**config.mk**
```make
export PLATFORM = sky130hd
export DESIGN_NAME = fifo_rd_drain
export DESIGN_NICKNAME = d
export VERILOG_FILES = /design/src/rtl/fifo_rd_drain.sv
export SDC_FILE = /design/constraint.sdc
export NUM_CORES = 1
export LEC_CHECK = 0
export BUFFER_PORTS_ARGS = -buffer_cell sky130_fd_sc_hd__buf_2
export CORE_ASPECT_RATIO = 1.75
export CORE_MARGIN = 2
export CORE_UTILIZATION = 57
export DETAILED_ROUTE_END_ITERATION = 8
export PLACE_DENSITY = 0.89
export RECOVER_POWER = 25
export SLEW_MARGIN = 20
export SYNTH_ARGS = -nofsm -noshare
export SYNTH_HDL_FRONTEND = slang
export SYNTH_SLANG_ARGS = --single-unit
```
**constraint.sdc**
```tcl
create_clock -name rclk -period 3.1 [get_ports rclk]
set_input_delay 0.31 -clock rclk [delete_from_list [all_inputs] [get_ports rclk]]
set_output_delay 0.31 -clock rclk [all_outputs]
set_load 0.05 [all_outputs]
```
**src/rtl/fifo_rd_drain.sv**
```systemverilog
// -----------------------------------------------------------------------------
// fifo_rd_drain
//
// Read-side consumer for the asynchronous FIFO. It lives entirely in the read
// clock domain. It pops words from the FIFO read port into a 2-entry skid
// buffer and presents them downstream on a valid/ready stream. It also counts
// every pop.
//
// Parameters
//   DSIZE      data width (matches the FIFO data width)
//   CNT_W      width of the wrapping pop counter
//
// Ports
//   rclk       in   read-domain clock, rising edge
//   rrst_n     in   asynchronous active-low reset
//   rdata      in   FIFO head word, valid whenever rempty=0
//   rempty     in   FIFO empty flag, already synchronised to rclk
//   rinc       out  FIFO pop strobe; the head word is consumed on the edge
//   en         in   drain enable; 0 stops new pops
//   out_data   out  downstream data (buffer head)
//   out_valid  out  buffer holds at least one word
//   out_ready  in   downstream accepts on an edge with out_valid & out_ready
//   pop_count  out  FIFO pops since reset, wraps silently
// -----------------------------------------------------------------------------
module fifo_rd_drain #(
  parameter int DSIZE = 8,
  parameter int CNT_W = 16
) (
  input  logic             rclk,
  input  logic             rrst_n,
  input  logic [DSIZE-1:0] rdata,
  input  logic             rempty,
  output logic             rinc,
  input  logic             en,
  output logic [DSIZE-1:0] out_data,
  output logic             out_valid,
  input  logic             out_ready,
  output logic [CNT_W-1:0] pop_count
);

  // Buffer occupancy. It is kept as an explicit three-state machine so that
  // an illegal count cannot be encoded by accident.
  typedef enum logic [1:0] {
    OCC_0 = 2'd0,
    OCC_1 = 2'd1,
    OCC_2 = 2'd2
  } occ_e;

  occ_e             r_occ;
  occ_e             w_occ_nxt;
  logic             r_head;
  logic             r_tail;
  logic [DSIZE-1:0] r_buf [2];
  logic             r_out_valid;
  logic [CNT_W-1:0] r_pop_count;

  logic             w_push;
  logic             w_drain;
  logic             w_has_space;

  // ---------------------------------------------------------------------------
  // Pop rule.
  // The pop strobe looks only at registered occupancy and never at out_ready.
  // This keeps the downstream ready off the combinational path to the FIFO.
  // The strobe does not depend on rdata, so an X on rdata while the FIFO is
  // empty cannot reach rinc. The rrst_n term forces rinc low during reset.
  // ---------------------------------------------------------------------------
  assign w_has_space = (r_occ != OCC_2);
  assign rinc        = en & ~rempty & w_has_space & rrst_n;

  assign w_push  = rinc;
  assign w_drain = r_out_valid & out_ready;

  // ---------------------------------------------------------------------------
  // Occupancy next-state
  // ---------------------------------------------------------------------------
  // NOTE: every combinational output gets a default first, so no path leaves
  // a variable unassigned and no latch is inferred.
  always_comb begin
    w_occ_nxt = r_occ;
    unique case ({w_push, w_drain})
      2'b10: begin
        unique case (r_occ)
          OCC_0:   w_occ_nxt = OCC_1;
          OCC_1:   w_occ_nxt = OCC_2;
          default: w_occ_nxt = r_occ;   // push is blocked at OCC_2
        endcase
      end
      2'b01: begin
        unique case (r_occ)
          OCC_2:   w_occ_nxt = OCC_1;
          OCC_1:   w_occ_nxt = OCC_0;
          default: w_occ_nxt = r_occ;   // no drain at OCC_0 (out_valid=0)
        endcase
      end
      default: w_occ_nxt = r_occ;       // idle, or push and drain together
    endcase
  end

  // ---------------------------------------------------------------------------
  // State, pointers and the registered valid flag
  // ---------------------------------------------------------------------------
  // NOTE: sequential state uses non-blocking assignments only, so every flop
  // samples values from before the edge, whatever the order of the processes.
  always_ff @(posedge rclk or negedge rrst_n) begin
    if (!rrst_n) begin
      r_occ       <= OCC_0;
      r_out_valid <= 1'b0;
      r_head      <= 1'b0;
      r_tail      <= 1'b0;
    end else begin
      r_occ       <= w_occ_nxt;
      r_out_valid <= (w_occ_nxt != OCC_0);
      if (w_push)  r_tail <= ~r_tail;
      if (w_drain) r_head <= ~r_head;
    end
  end

  // ---------------------------------------------------------------------------
  // Skid buffer storage
  // ---------------------------------------------------------------------------
  // NOTE: the buffer has only two entries and out_data must read 0 during
  // reset, so the storage is reset. A larger memory would not be reset.
  always_ff @(posedge rclk or negedge rrst_n) begin
    if (!rrst_n) begin
      r_buf[0] <= '0;
      r_buf[1] <= '0;
    end else if (w_push) begin
      r_buf[r_tail] <= rdata;
    end
  end

  // ---------------------------------------------------------------------------
  // Pop counter: wraps modulo 2^CNT_W with no saturation or flag
  // ---------------------------------------------------------------------------
  always_ff @(posedge rclk or negedge rrst_n) begin
    if (!rrst_n) begin
      r_pop_count <= '0;
    end else if (w_push) begin
      r_pop_count <= r_pop_count + CNT_W'(1);
    end
  end

  // ---------------------------------------------------------------------------
  // Outputs
  // ---------------------------------------------------------------------------
  assign out_valid = r_out_valid;
  assign out_data  = r_buf[r_head];
  assign pop_count = r_pop_count;

endmodule

```
Word level (Yosys, flattened, before mapping)
Cells that the tools add are included.
W data, S select, Z words.
{ "classes": {"eq_ne": 5, "n_bitwise": 9, "n_reduce_logical": 3, "n_mux": 9, "mul": 0, "n_div": 0, "add_sub_neg": 1, "n_lt_le_gt_ge": 3, "shifts": 0} }
{ "ops": {"columns": ["op", "n"], "rows": [
  ["$mux W8", 4],
  ["$add A16 B1 Y16 const B", 1],
  ["$bwmux W16", 1],
  ["$pmux W2 S2", 3],
  ["$demux W8 S1", 1],
  ["$and A1 B1 Y1", 4],
  ["$eq A2 B1 Y1 const B", 2],
  ["$eq A2 B2 Y1 const B", 2],
  ["$ge A2 B2 Y1 const B", 2],
  ["$not A1 Y2", 2],
  ["$not A1 Y1", 3],
  ["$logic_not A2 Y1", 1],
  ["$lt A2 B1 Y1 const B", 1],
  ["$ne A2 B2 Y1 const B", 1],
  ["$reduce_bool A2 Y1", 1],
  ["$logic_and A1 B1 Y1", 1]
]} }
{ "totals": {"ramBits": 0, "latch_bits": 0, "in_bits": 13, "romBits": 0, "reg_bits": 37, "mem_count": 0} }

Logic depth before layout (Yosys ltp)
{ "logic_depth": {"ltp_word": 7, "depth_mapped": 9} }

Least setup slack after synthesis
OpenSTA, ideal clock, no wires.
{ "synth_path": {"kind": "reg2reg", "start": "register r_occ[0]", "end": "register r_out_valid, in the netlist out_valid", "setup_ns": 0.127, "setup_slack_ns": 1.131, "t_arrival_ns": 1.842, "path_buffers": 1, "path_stages_with_launch": 10, "path_cell_list": "dfrtp_1 > inv_1 > ha_1 > nand4bb_1 > buf_6 > clkinv_4 > ha_1 > a221oi_1 > a21oi_1 > or2_2"} }
{ "synth_between": {"elab_chain_cells": 6, "elab_cells_between_ends": 12, "cone_classes": "eq/ne (5); mux (3); bitwise (2); reduce/logical (2)"} }
{ "synth_lines": {"columns": ["item", "line_no", "rtl"], "rows": [
  ["from (decl)", "49", "occ_e r_occ;"],
  ["from (signal assigned)", "112", "r_occ <= w_occ_nxt;"],
  ["$ne A2 B2 Y1 (*)", "68", "assign w_has_space = (r_occ != OCC_2);"],
  ["$and A1 B1 Y1 (*) (2 in a row)", "69", "assign rinc = en & ~rempty & w_has_space & rrst_n;"],
  ["net rinc", "33", "output logic rinc,"],
  ["$eq A2 B1 Y1 or $eq A2 B2 Y1 (tied branches)", "81", "unique case ({w_push, w_drain})"],
  ["$pmux W2 S2 (*)", "81", null],
  ["net w_occ_nxt[1]", "50", "occ_e w_occ_nxt;"],
  ["$reduce_bool A2 Y1 (*)", "113", "r_out_valid <= (w_occ_nxt != OCC_0);"],
  ["to (signal assigned)", "113", null],
  ["to (decl)", "54", "logic r_out_valid;"]
]} }
Mark *: on every way through the listed nets, which the timed path passes. The rest lies on a longest branch.
A chain may end at the register's enable or synchronous reset.

Worst setup path in the final report
{ "layout_path": {"start": "register r_occ[0]", "end": "register r_out_valid, in the netlist out_valid"} }
{ "layout_between": {"elab_chain_cells": 6, "elab_cells_between_ends": 12, "cone_classes": "eq/ne (5); mux (3); bitwise (2); reduce/logical (2)"} }
{ "layout_lines": {"columns": ["item", "line_no"], "rows": [
  ["$ne A2 B2 Y1", "68"],
  ["$and A1 B1 Y1 (2 in a row)", "69"],
  ["$eq A2 B1 Y1 or $eq A2 B2 Y1 (tied branches)", "81"],
  ["$pmux W2 S2 (*)", "81"],
  ["net w_occ_nxt[1]", "50"],
  ["$reduce_bool A2 Y1 (*)", "113"]
]} }
Marked as above.

==> results.json <==
{
  "fin_util": 0.701,
  "die_w_um": 45.7,
  "synth-simple-area-share": 0.137,
  "fin_cells": 204,
  "hold_buffers": 0,
  "syn-cell-area_um2": 1730,
  "track_usage": 0.208,
  "die_h_um": 76.9,
  "endpoint_kind": "flip-flop",
  "drc": 0,
  "num_io_pins": 39,
  "core_area_um2": 2900,
  "cts_inserted_buffers": 5,
  "viasPerCell": 5.73,
  "slew_violations": 38,
  "yosys_warnings": 0,
  "status": "complete, but fails checks",
  "synth_cell_types": 25,
  "start_util": 0.598,
  "portBuffers": 38,
  "power_mw": 2.03,
  "cts.sinks": 37,
  "grt_max_degree": 38,
  "async_flop_share": 1.00,
  "maxCapViolations": 1,
  "dpl_cell_area_um2": 1950,
  "path_clk_slew_ps": 70,
  "synth_top_family_by_area": "multiplexers",
  "place.gp.congestion": 0.754,
  "hold_ws_ps": 269,
  "worstSetupStartpointType": "flip-flop",
  "crit_arrival_ps": 2670,
  "synth_compound_area_frac": 0.0174,
  "worst_ir_drop_vdd_mv": 0.562,
  "grt_pass1_vias": 1217,
  "violations": "max-capacitance violations, max-slew violations",
  "grt_pass1_wl_um": 5330,
  "synth_nets": 151,
  "slew_headroom": -0.264,
  "route.final.wire_length_um": 3150,
  "synth_area_leaders": "dfrtp_1 54%, mux2_2 16%, xnor2_1 5.6%",
  "place_ws_ps": 605,
  "yosysTopAreaCell": "dfrtp_1",
  "htree_num_levels": 2,
  "hold_violations": 0,
  "fin_ws_ps": 598,
  "yosys.area.top_type_share": 0.535,
  "synth_adder_area_share": 0.0434,
  "layout_common_cells": "37 x buf_2, 37 x dfrtp_1, 24 x mux2_2",
  "fin_area_um2": 2030,
  "clockBufferDepth": 2,
  "dpl.hpwl_um": 2360,
  "min_period_over_period": 0.807,
  "layout.nets": 195,
  "powerDensity_nw_per_um2": 1000,
  "drt_pass1_iterations": 4,
  "area_growth_pct": 17.3,
  "num_antenna_cells": 0,
  "hold_class": "in -> reg",
  "fin_crit_ps": 2500,
  "clock_latency_ps": 290,
  "dp.cells": 197,
  "ys.flop_type": "dfrtp_1",
  "cp.required_ps": 3270,
  "cts_tree": "done",
  "setup_viol": 0,
  "critPathMaxFanout": 9,
  "finalClockSkew_ps": 3.66,
  "r2r_slack_ps": 600,
  "fmax_mhz": 400,
  "antenna_found_initial": 0,
  "synth_edf_count": 0,
  "tns_ps": 0,
  "post_cts_resized": 0,
  "die_area_um2": 3510,
  "synth_xor_xnor_area_share": 0.0860,
  "fill_cells": 220,
  "post_cts_buffers": 0,
  "power_leakage_nw": 1.05,
  "yosysSeqAreaShare": 0.535,
  "syn_area_per_cell_um2": 13.1,
  "setup.worst_path.class": "reg -> reg",
  "drive_gt1_frac": 0.426,
  "drtIter0Drc": 11,
  "placementRows": 26,
  "wl_per_cell_um": 15.4,
  "vias": 1169,
  "ctsRootBufferMaster": "clkbuf_8",
  "rsz0062_at_grt": "no",
  "tightest_slew_ps": 1900,
  "postRouteAntennaNets": 0,
  "muxShareOfSynthArea": 0.156,
  "netlist_instances": 132,
  "synth.ff_latch_count": 37,
  "grt.overflow.total": 0
}
## worst max-delay path: stages, from the launching register on
cell and delay, ps:
dfrtp_1 350, inv_1 70, ha_1 210, nand4bb_1 550
ha_1 550, a221oi_1 240, a21oi_1 90, or2_2 310
## state kept, by name (all words and copies together) (netlist names)
name,flops
out_valid,1
r_occ,2
pop_count,16
r_tail,1
r_buf,16
r_head,1
## cell type report
cell class | instances | area, um2 | share of cell area
well taps | 28 | 35.0 | 0.0173
repair buffers | 39 | 193 | 0.0949
multi-input cells | 87 | 762 | 0.375
inverters | 6 | 27.5 | 0.0136
clock buffers | 7 | 86.3 | 0.0425
flip-flops and latches | 37 | 926 | 0.456
## routing by layer
metal	GRT usage	up-vias	part of all wire
li1	-	542	-
met5	0	-	0
met3	0.0565	7	0.049
met2	0.344	43	0.54
met1	0.233	577	0.40
met4	0.103	0	0.017
## Yosys cell counts (2+ instances only)
master,n
dfrtp_1,37
mux2_2,24
nand2_1,13
xnor2_1,11
ha_1,6
xor2_1,6
inv_1,5
a21oi_1,3
nand4_1,3
nor2_1,3
nor3_1,3
and3_1,2
nand3_1,2
nand4_4,2
nor4_4,2
## power breakdown
group | switching [mW] | total, mW | internal [mW]
clock network | 0.157 | 0.333 | 0.176
logic | 0.607 | 0.922 | 0.315
registers | 0.133 | 0.776 | 0.643
## kinds of logic (layout without fill, tap and decap cells)
| family | Yosys count | in the layout |
|---|---|---|
| AOI/OAI and AO/OA | 5 | 5 |
| xor gates and xnor gates | 17 | 17 |
| adders and majority gates | 6 | 6 |
| buffers and inverters | 8 | 52 |
| DFF | 37 | 37 |
| muxes | 24 | 24 |
| and+or+nand+nor | 35 | 35 |
## final timing paths
path                            depth (start not counted)          start       endpoint
worst max-delay path                                    7       r_occ[0]      out_valid
max in group asynchronous                               2         rrst_n       r_buf[3]
worst max register to register                          7       r_occ[0]      out_valid
worst min-delay path                                    2       rdata[0]       r_buf[0]
worst min register to register                          1  pop_count[15]  pop_count[15]
min in group asynchronous                               2         rrst_n       r_occ[0]
Note: power is estimated with default switching activity, not from simulation.
